File: src/rtl/arm_mc_pkg.sv
// Shared types and encodings for the multicycle ARM control unit.
package arm_mc_pkg;

    typedef enum logic [3:0] {
        StFetch,
        StDecode,
        StMemAdr,
        StMemRd,
        StMemWb,
        StMemWr,
        StExecuteR,
        StExecuteI,
        StAluWb,
        StBranch
    } state_e;

    localparam logic [2:0] AluAdd = 3'b000;
    localparam logic [2:0] AluSub = 3'b001;
    localparam logic [2:0] AluAnd = 3'b010;
    localparam logic [2:0] AluOrr = 3'b011;
    localparam logic [2:0] AluEor = 3'b100;

    localparam logic [1:0] ResAluOut    = 2'b00;
    localparam logic [1:0] ResData      = 2'b01;
    localparam logic [1:0] ResAluResult = 2'b10;

    localparam logic [1:0] SrcbRm   = 2'b00;
    localparam logic [1:0] SrcbImm  = 2'b01;
    localparam logic [1:0] SrcbFour = 2'b10;

    localparam logic [1:0] OpDp     = 2'b00;
    localparam logic [1:0] OpMem    = 2'b01;
    localparam logic [1:0] OpBranch = 2'b10;

endpackage

File: src/rtl/arm_condcheck.sv
// ARM condition-code evaluation against the stored {N,Z,C,V} flags.
module arm_condcheck
    import arm_mc_pkg::*;
(
    input  logic [3:0] cond_i,
    input  logic [3:0] flags_i,
    output logic       cond_ex_o
);

    logic n, z, c, v, ge;

    assign {n, z, c, v} = flags_i;
    assign ge = (n == v);

    always_comb begin
        cond_ex_o = 1'b0;
        case (cond_i)
            4'b0000: cond_ex_o = z;
            4'b0001: cond_ex_o = ~z;
            4'b0010: cond_ex_o = c;
            4'b0011: cond_ex_o = ~c;
            4'b0100: cond_ex_o = n;
            4'b0101: cond_ex_o = ~n;
            4'b0110: cond_ex_o = v;
            4'b0111: cond_ex_o = ~v;
            4'b1000: cond_ex_o = c & ~z;
            4'b1001: cond_ex_o = ~(c & ~z);
            4'b1010: cond_ex_o = ge;
            4'b1011: cond_ex_o = ~ge;
            4'b1100: cond_ex_o = ~z & ge;
            4'b1101: cond_ex_o = ~(~z & ge);
            4'b1110: cond_ex_o = 1'b1;
            default: cond_ex_o = 1'b0;
        endcase
    end

endmodule

File: src/rtl/arm_multicycle_ctrl.sv
// Moore-FSM control unit for the multicycle ARM core, holding the flags and registered CondEx.
module arm_multicycle_ctrl
    import arm_mc_pkg::*;
#(
    parameter int unsigned ALUCTRL_W = 3,
    parameter int unsigned EN_NOWB   = 1,
    parameter int unsigned EN_BYTE   = 1
) (
    input  logic                 clk,
    input  logic                 reset,
    input  logic [19:0]          Instr,
    input  logic [3:0]           ALUFlags,
    output logic                 PCWrite,
    output logic                 AdrSrc,
    output logic                 MemWrite,
    output logic                 IRWrite,
    output logic                 RegWrite,
    output logic [1:0]           ResultSrc,
    output logic                 ALUSrcA,
    output logic [1:0]           ALUSrcB,
    output logic [1:0]           ImmSrc,
    output logic [1:0]           RegSrc,
    output logic [ALUCTRL_W-1:0] ALUControl,
    output logic                 ByteEn
);

    state_e     state_q, state_d;
    logic [3:0] flags_q;
    logic       condex_q, cond_ex;
    logic [3:0] cond, cmd, rd;
    logic [1:0] op;
    logic       i_bit, s_bit, l_bit;
    logic [2:0] alu_op, alu_ctl;
    logic       nowb, arith, known, flags_we, alu_wb;
    logic       unused_instr;

    // Instr carries bits [31:12], so architectural bit k sits at index k-12.
    assign cond  = Instr[19:16];
    assign op    = Instr[15:14];
    assign i_bit = Instr[13];
    assign cmd   = Instr[12:9];
    assign s_bit = Instr[8];
    assign l_bit = Instr[8];
    assign rd    = Instr[3:0];
    assign unused_instr = ^Instr[7:4];

    arm_condcheck u_condcheck (
        .cond_i    (cond),
        .flags_i   (flags_q),
        .cond_ex_o (cond_ex)
    );

    // Unknown data-processing functions run as ADD with writeback and flags suppressed.
    always_comb begin
        alu_op = AluAdd;
        nowb   = 1'b0;
        arith  = 1'b0;
        known  = 1'b1;
        case (cmd)
            4'b0100: arith = 1'b1;
            4'b0010: begin alu_op = AluSub; arith = 1'b1; end
            4'b0000: alu_op = AluAnd;
            4'b1100: alu_op = AluOrr;
            4'b0001: alu_op = AluEor;
            4'b1010: begin alu_op = AluSub; arith = 1'b1; nowb = (EN_NOWB != 0) && s_bit; end
            4'b1000: begin alu_op = AluAnd; nowb = (EN_NOWB != 0) && s_bit; end
            4'b1011: begin arith = 1'b1; nowb = (EN_NOWB != 0) && s_bit; end
            default: begin known = 1'b0; nowb = 1'b1; end
        endcase
    end

    assign flags_we = ((state_q == StExecuteR) || (state_q == StExecuteI)) &&
                      s_bit && condex_q && known;
    assign alu_wb   = condex_q & ~nowb;

    always_ff @(posedge clk or negedge reset) begin
        if (!reset) begin
            state_q  <= StFetch;
            flags_q  <= 4'b0000;
            condex_q <= 1'b0;
        end else begin
            state_q <= state_d;
            if (flags_we) begin
                flags_q[3:2] <= ALUFlags[3:2];
                if (arith) flags_q[1:0] <= ALUFlags[1:0];
            end
            if (state_q == StDecode) condex_q <= cond_ex;
        end
    end

    always_comb begin
        state_d   = state_q;
        PCWrite   = 1'b0;
        AdrSrc    = 1'b0;
        MemWrite  = 1'b0;
        IRWrite   = 1'b0;
        RegWrite  = 1'b0;
        ResultSrc = ResAluOut;
        ALUSrcA   = 1'b0;
        ALUSrcB   = SrcbRm;
        alu_ctl   = AluAdd;
        case (state_q)
            StFetch: begin
                IRWrite   = 1'b1;
                PCWrite   = 1'b1;
                ALUSrcA   = 1'b1;
                ALUSrcB   = SrcbFour;
                ResultSrc = ResAluResult;
                state_d   = StDecode;
            end
            StDecode: begin
                ALUSrcA   = 1'b1;
                ALUSrcB   = SrcbFour;
                ResultSrc = ResAluResult;
                case (op)
                    OpMem:    state_d = StMemAdr;
                    OpDp:     state_d = i_bit ? StExecuteI : StExecuteR;
                    OpBranch: state_d = StBranch;
                    default:  state_d = StFetch;
                endcase
            end
            StMemAdr: begin
                ALUSrcB = SrcbImm;
                state_d = l_bit ? StMemRd : StMemWr;
            end
            StMemRd: begin
                AdrSrc  = 1'b1;
                state_d = StMemWb;
            end
            StMemWb: begin
                ResultSrc = ResData;
                RegWrite  = condex_q;
                state_d   = StFetch;
            end
            StMemWr: begin
                AdrSrc   = 1'b1;
                MemWrite = condex_q;
                state_d  = StFetch;
            end
            StExecuteR: begin
                alu_ctl = alu_op;
                state_d = StAluWb;
            end
            StExecuteI: begin
                ALUSrcB = SrcbImm;
                alu_ctl = alu_op;
                state_d = StAluWb;
            end
            StAluWb: begin
                RegWrite = alu_wb;
                PCWrite  = alu_wb && (rd == 4'hf);
                state_d  = StFetch;
            end
            StBranch: begin
                ALUSrcB   = SrcbImm;
                ResultSrc = ResAluResult;
                PCWrite   = condex_q;
                state_d   = StFetch;
            end
            default: state_d = StFetch;
        endcase
    end

    assign ALUControl = ALUCTRL_W'(alu_ctl);
    assign ImmSrc     = (op == OpMem) ? 2'b01 : (op == OpBranch) ? 2'b10 : 2'b00;
    assign RegSrc     = {op == OpMem, op == OpBranch};
    assign ByteEn     = (EN_BYTE != 0) && (op == OpMem) && Instr[10];

endmodule

File: config.mk
export PLATFORM = sky130hd
export DESIGN_NAME = arm_multicycle_ctrl
export DESIGN_NICKNAME = d
export VERILOG_FILES = /design/src/rtl/arm_mc_pkg.sv /design/src/rtl/arm_condcheck.sv /design/src/rtl/arm_multicycle_ctrl.sv
export SDC_FILE = /design/constraint.sdc
export NUM_CORES = 1
export LEC_CHECK = 0
export BUFFER_PORTS_ARGS = -buffer_cell sky130_fd_sc_hd__buf_4
export CAP_MARGIN = 10
export CELL_PAD_IN_SITES_DETAIL_PLACEMENT = 1
export CELL_PAD_IN_SITES_GLOBAL_PLACEMENT = 2
export CORE_MARGIN = 5
export CORE_UTILIZATION = 27
export CTS_BUF_LIST = sky130_fd_sc_hd__clkbuf_4 sky130_fd_sc_hd__clkbuf_8
export DETAILED_ROUTE_END_ITERATION = 12
export PLACE_DENSITY_LB_ADDON = 0.1
export SETUP_SLACK_MARGIN = 0.02
export SYNTH_ARGS = -nofsm -noshare
export SYNTH_HDL_FRONTEND = slang
export SYNTH_SLANG_ARGS = --single-unit
File: constraint.sdc
create_clock -name clk -period 8.35 [get_ports clk]
set_input_delay 2.505 -clock clk [delete_from_list [all_inputs] [get_ports clk]]
set_output_delay 2.505 -clock clk [all_outputs]
set_load 0.05 [all_outputs]
==> results of run 1 <==
==> metal layers <==
metal / global-route usage / vias up
li1: - / 459
met5: 0 / -
met3: 0.0202 / 4
met4: 0.0304 / 0
met1: 0.154 / 467
met2: 0.202 / 29
==> power groups by stage <==
stage / clock network [mW] / registers, mW / logic (mW)
after CTS: 0.0378 / 0.100 / 0.283
after global routing: 0.0406 / 0.106 / 0.299
after detailed placement: 0 / 0.102 / 0.282
final: 0.0358 / 0.101 / 0.280
after floorplan: 0 / 0.0712 / 0.233
after global placement: 0 / 0.101 / 0.279
==> worst max path at each step <==
| stage | start | slack [ps] | endpoint | cells past startpoint |
|---|---|---|---|---|
| finish | Instr[12] | 1840 | PCWrite | 7 |
| floorplan | Instr[10] | 1630 | ALUControl[1] | 2 |
| CTS | Instr[12] | 1830 | PCWrite | 7 |
| global placement | Instr[12] | 1830 | PCWrite | 7 |
| global route | Instr[12] | 1760 | PCWrite | 7 |
| detailed placement | Instr[12] | 1830 | PCWrite | 7 |
==> cell families (layout without fill, tap and decap cells) <==
family / after synthesis / count (layout) / synth area share
simple gates: 43 / 43 / 0.256
flops: 9 / 9 / 0.257
xor+xnor: 5 / 5 / 0.0500
buf+inv: 14 / 48 / 0.0714
mux: 8 / 8 / 0.101
compound gates: 27 / 27 / 0.264
==> synth_stat cells, types with 3 or more instances <==
cell,count
xnor2_1,4
nand2_1,7
mux2_1,6
inv_1,4
nor3b_1,3
nor3_1,11
nor2b_1,6
clkbuf_1,3
a21oi_1,4
dfrtp_1,9
a211oi_1,5
nor2_1,7
nand2b_1,3
==> sequential cells by signal, indices dropped and copies added, names as in the netlist <==
signal	cells
flags_q	4
state_q	4
condex_q	1
==> per-stage QoR <==
step / total power [mW] / hold slack (ps)
after CTS: 0.421 / 567
final: 0.416 / 558
after floorplan: 0.304 / 493
after global placement: 0.380 / 546
after detailed placement: 0.384 / 552
after global routing: 0.446 / 603
==> worst reg2reg max path: stages (launching register included) <==
cell	delay, ps
dfrtp_1	630
nor2b_1	360
nand2_1	170
nor3_1	400
mux2_1	370
==> cell type report <==
class                           count  area (um2)
Fill cell                         396        1870
Multi-Input combinational cell     83         588
Timing Repair Buffer               39         293
Sequential cell                     9         225
Tap cell                           44        55.1
Clock buffer                        4        30.0
Inverter                            5        18.8
==> flow_metrics.tcl, run 1 <==
set metrics [dict create \
    cap_violations 0 \
    met3WireLength_um 218 \
    cpMostUsedCell "buf_4" \
    period_needed_ps 6510 \
    ys_seq_elements 9 \
    reg2reg_from "state_q[2]$_DFF_PN0_" \
    grt_pass1_wl_um 4250 \
    synth-edff-count 0 \
    grt_pass1_vias 937 \
    slew_headroom 0.627 \
    place_ws_ps 1830 \
    power_switching_uw 233 \
    drtAntennaViolNets 0 \
    cp.arrival_ps 4000 \
    placedCellCount 180 \
    layout_common_cells "buf_4, nor3_1, dfrtp_1" \
    cts_buffers 3 \
    antenna_found_initial 0 \
    worst_pin_slew_ps 560 \
    track_usage 0.119 \
    ys.flop_type "dfrtp_1" \
    dr.pass1.iters 4 \
    place.port_buffers 39 \
    drt-total-wl_um 2640 \
    gp_congestion 0.754 \
    ys_types 40 \
    finClkSkew_ps 2.18 \
    vias_per_cell 5.21 \
    cp.required_ps 5850 \
    dpl_cell_area_mm2 0.00118 \
    fin_nets 167 \
    max_freq_ghz 0.154 \
    gr-total-overflow 0 \
    post_cts_buffers 0 \
    yosys-top-cells-area "dfrtp_1, mux2_1, nor3_1" \
    die_y_um 67.0 \
    fin_area_mm2 0.00121 \
    drt-met1-wl_um 1120 \
    die_area_mm2 0.00448 \
    cts.sinks 9 \
    fin_setup_tns_ps 0 \
    synth_top_area_cell "dfrtp_1" \
    grt_max_degree 17 \
    cts_tree "yes" \
    fin_util 0.393 \
    rows 20 \
    htree_num_levels 1 \
    slowest_delay_ps 330 \
    hp-start "flags_q[1]$_DFFE_PN0P_" \
    dp_hpwl_um 2180 \
    dr_wl_met2_um 1290 \
    async_flop_share 1.00 \
    initialDrtViolationCount 33 \
    routed.top_layer "met4" \
    core_area_mm2 0.00308 \
    syn_area_per_cell_um2 8.26 \
    drive_above_1_share 0.343 \
    setup_viol 0 \
    start_util 0.285 \
    synth_nets 132 \
    crit_path_max_fanout 7 \
    drc 0 \
    insertion_delay_ps 250 \
    syn_inst 106 \
    cts-resized-gates 0 \
    antennaDiodeCount 0 \
    critPathLaunchType "primary input" \
    synthesis.area_um2 876 \
    final_common_cell "buf_4" \
    power_frac_seq 0.242 \
    clkTransAtPathRegs_ps 60 \
    crit_path_top_delay_cell "a2111oi_4" \
    clk_path_buf_depth 2 \
    num_io_pins 44 \
    seq_area_frac_synth 0.257 \
    clock-root-buffer "clkbuf_4" \
    holdPathEnd "flags_q[1]$_DFFE_PN0P_" \
    critPathBufInv 2 \
    instances_no_fill 184 \
    p_comb_frac 0.672 \
    outcome "finished clean" \
    power_density_mw_per_mm2 344 \
    rsz0062_at_grt "no" \
    worst-r2r-setup-slack_ps 6320 \
    worstReg2RegEnd "flags_q[0]$_DFFE_PN0P_" \
    crit_family "compound AO/OA/AOI/OAI gates" \
    finalWorstSetupSlack_ps 1840 \
    p_int_uw 183 \
    endpoint_kind "output pin" \
    die_x_um 67.0 \
    hold_viol 0 \
    vias 959 \
    vdd_drop_max_v 0.000117 \
    areaGrowthSynthToFinish_pct 38.1 \
    cts.hold.buffers_added 0 \
    period_share 0.779 \
    wl_per_cell_um 14.4 \
    hp-class "flop to flop" \
    clock_power_share 0.086 \
    power_leakage_nw 0.524 \
    sw_frac_of_total 0.559 \
    ys.warnings.count 0 \
    whs_path_depth 1 \
    maxSlewViolCount 0 \
    reg2reg_depth 4 \
    crit_type "primary input to output pin" \
    crit_path_cell_trace "buf_4, o21a_1, o22ai_2, o2111ai_1, o2bb2a_4, a2111oi_4, buf_4" \
    yosys.area.top_type_share 0.257 \
]
Note: power is estimated with default switching activity, not from simulation.
==> inputs of run 2 (changes only) <==
--- a/config.mk
+++ b/config.mk
@@ -5,12 +5,13 @@
 export SDC_FILE = /design/constraint.sdc
 export NUM_CORES = 1
 export LEC_CHECK = 0
+export ABC_AREA = 1
 export BUFFER_PORTS_ARGS = -buffer_cell sky130_fd_sc_hd__buf_4
 export CAP_MARGIN = 10
 export CELL_PAD_IN_SITES_DETAIL_PLACEMENT = 1
 export CELL_PAD_IN_SITES_GLOBAL_PLACEMENT = 2
 export CORE_MARGIN = 5
-export CORE_UTILIZATION = 27
+export CORE_UTILIZATION = 20
 export CTS_BUF_LIST = sky130_fd_sc_hd__clkbuf_4 sky130_fd_sc_hd__clkbuf_8
 export DETAILED_ROUTE_END_ITERATION = 12
 export PLACE_DENSITY_LB_ADDON = 0.1
==> constraint.sdc (replaced) <==
create_clock -name clk -period 5.5 [get_ports clk]
set_input_delay 1.65 -clock clk [delete_from_list [all_inputs] [get_ports clk]]
set_output_delay 1.65 -clock clk [all_outputs]
set_load 0.05 [all_outputs]
==> run 2 against run 1 <==
Effect of this change:
- global-route usage shrank 1.1 points
- cell area grew 5.8%
- largest cell class unchanged
- critical path depth grew 2
- combinational power grew 43%
- critical endpoint unchanged
==> flow_metrics.tcl, run 2 <==
set metrics [dict create \
    outcome "finished clean" \
    sw_frac_of_total 0.557 \
    synth_nets 179 \
    power_leakage_nw 0.698 \
    vias_per_cell 4.47 \
    power_switching_uw 328 \
    die_x_um 76.6 \
    place.port_buffers 39 \
    ys.flop_type "dfrtp_1" \
    fill_cells 571 \
    insertion_delay_ps 230 \
    top_regs "flags_q x4, state_q x4, condex_q x1" \
    whs_path_depth 1 \
    period_needed_ps 4380 \
    grt_use_met1 0.129 \
    met2_usage 0.188 \
    worst-r2r-setup-slack_ps 4230 \
    placedCellCount 242 \
    fin_nets 221 \
    wl_per_cell_um 12.1 \
    holdWs_ps 494 \
    setup_viol 0 \
    initialDrtViolationCount 41 \
    core_area_mm2 0.00432 \
    p_int_uw 260 \
    clock-root-buffer "clkbuf_8" \
    synth-edff-count 0 \
    areaGrowthSynthToFinish_pct 44.1 \
    cts.hold.buffers_added 0 \
    grt_max_degree 10 \
    worst_pin_slew_ps 324 \
    crit_type "primary input to output pin" \
    slew_headroom 0.781 \
    clkTransAtPathRegs_ps 50 \
    gp_congestion 0.768 \
    syn_area_per_cell_um2 5.81 \
    drc 0 \
    cts_buffers 3 \
    critPathLaunchType "primary input" \
    num_io_pins 44 \
    hp-start "state_q[0]$_DFF_PN0_" \
    holdPathEnd "state_q[0]$_DFF_PN0_" \
    yosys.area.top_type_share 0.254 \
    dp_hpwl_um 2690 \
    hold_viol 0 \
    instances_no_fill 246 \
    seq_area_frac_synth 0.254 \
    maxSlewViolCount 0 \
    synthesis.area_um2 888 \
    met3_usage 0.0225 \
    post_cts_buffers 0 \
    hp-class "flop to flop" \
    grt.busiest_layer "met2" \
    regArea_um2 225 \
    antenna_found_initial 0 \
    yosysMostFrequentCell "nand2_1" \
    cap_violations 0 \
    ys_types 23 \
    htree_num_levels 1 \
    synth_top_area_cell "dfrtp_1" \
    endpoint_kind "output pin" \
    die_y_um 76.6 \
    cp.arrival_ps 2730 \
    clock_power_share 0.138 \
    final_common_cell "nand2_1" \
    cts-resized-gates 0 \
    async_flop_share 1.00 \
    vias 1100 \
    antennaDiodeCount 0 \
    max_freq_ghz 0.228 \
    cp.required_ps 3850 \
    reg2reg_depth 5 \
    rsz0062_at_grt "no" \
    die_area_mm2 0.00587 \
    gr-total-overflow 0 \
    drt-total-wl_um 2970 \
    crit_path_max_fanout 3 \
    dr.pass1.iters 2 \
    cts_tree "yes" \
    ys_seq_elements 9 \
    track_usage 0.108 \
    power_density_mw_per_mm2 460 \
    grt_pass1_vias 1229 \
    syn_inst 153 \
    cts.sinks 9 \
    reg2reg_from "state_q[3]$_DFF_PN0_" \
    finClkSkew_ps 2.36 \
    vdd_drop_max_v 0.000108 \
    fin_setup_tns_ps 0 \
    yosys-top-cells-area "dfrtp_1, nand2_1, inv_1" \
    worstReg2RegEnd "flags_q[2]$_DFFE_PN0P_" \
    rows 24 \
    drive_above_1_share 0.273 \
    start_util 0.205 \
    grt_pass1_wl_um 5360 \
    layout_common_cells "nand2_1, buf_4, inv_1" \
    clk_path_buf_depth 2 \
    power_frac_seq 0.184 \
    multiInputGateArea_um2 539 \
    period_share 0.797 \
    synthTopCellsByCount "nand2_1, inv_1, nor2_1" \
    ys.warnings.count 0 \
    drtAntennaViolNets 0 \
    p_comb_frac 0.679 \
]
run 2: cell types whose count changed in the layout (fill, tap and decap cells not counted), sizes merged, moves of 5 or more:
cell	before	now
nor3	11	5
nand2	7	45
nand3	0	15
inv	5	29
mux2	7	0
nor2b	6	0
a211oi	5	0
nor2	7	27
run 2: power by group through the flow:
stage / Sequential, mW / Clock (mW) / Combinational (mW)
2_1_floorplan: 0.105 / 0 / 0.287
3_3_place_gp: 0.109 / 0 / 0.402
3_5_place_dp: 0.109 / 0 / 0.407
4_1_cts: 0.109 / 0.0840 / 0.408
5_1_grt: 0.113 / 0.0868 / 0.439
6_report: 0.108 / 0.0809 / 0.399
run 2: worst max-delay path by stage:
stage,endpoint,depth (start not counted),from
6_report,PCWrite,9,Instr[12]
5_1_grt,PCWrite,9,Instr[12]
4_1_cts,PCWrite,9,Instr[9]
3_5_place_dp,PCWrite,9,Instr[12]
3_3_place_gp,PCWrite,9,Instr[12]
2_1_floorplan,ALUControl[0],4,Instr[12]
run 2: metrics by stage:
stage | area [um2] | utilization | worst slack, ps | total power [mW]
3_3_place_gp | 1230 | 0.285 | 1120 | 0.511
3_5_place_dp | 1230 | 0.285 | 1080 | 0.516
6_report | 1280 | 0.296 | 1120 | 0.588
4_1_cts | 1280 | 0.296 | 1080 | 0.600
5_1_grt | 1280 | 0.296 | 906 | 0.638
2_1_floorplan | 888 | - | 555 | 0.391
run 2: logic make-up after synthesis:
kind of cell,Yosys count,share of synthesized area
and+or+nand+nor,97,0.490
AOI/OAI and AO/OA,16,0.117
buffers and inverters,31,0.139
DFF,9,0.254
run 2: final cells by class:
type	count	area share
Clock buffer	4	0.0381
Tap cell	52	0.0508
Inverter	29	0.0850
Sequential cell	9	0.176
Multi-Input combinational cell	113	0.421
Timing Repair Buffer	39	0.229
run 2: layer usage:
| metal | routed length, um | vias up |
|---|---|---|
| met3 | 135 | 2 |
| li1 | - | 563 |
| met4 | 42 | 0 |
| met5 | 0 | - |
| met1 | 1340 | 512 |
| met2 | 1460 | 23 |
run 2: critical path, stage by stage:
cell and delay, ps:
buf_4 110, inv_1 80, nand2_1 70, nor3_1 190, nor2_2 60, nand3_2 100, nand3_1 110, o21bai_1 150
buf_4 220
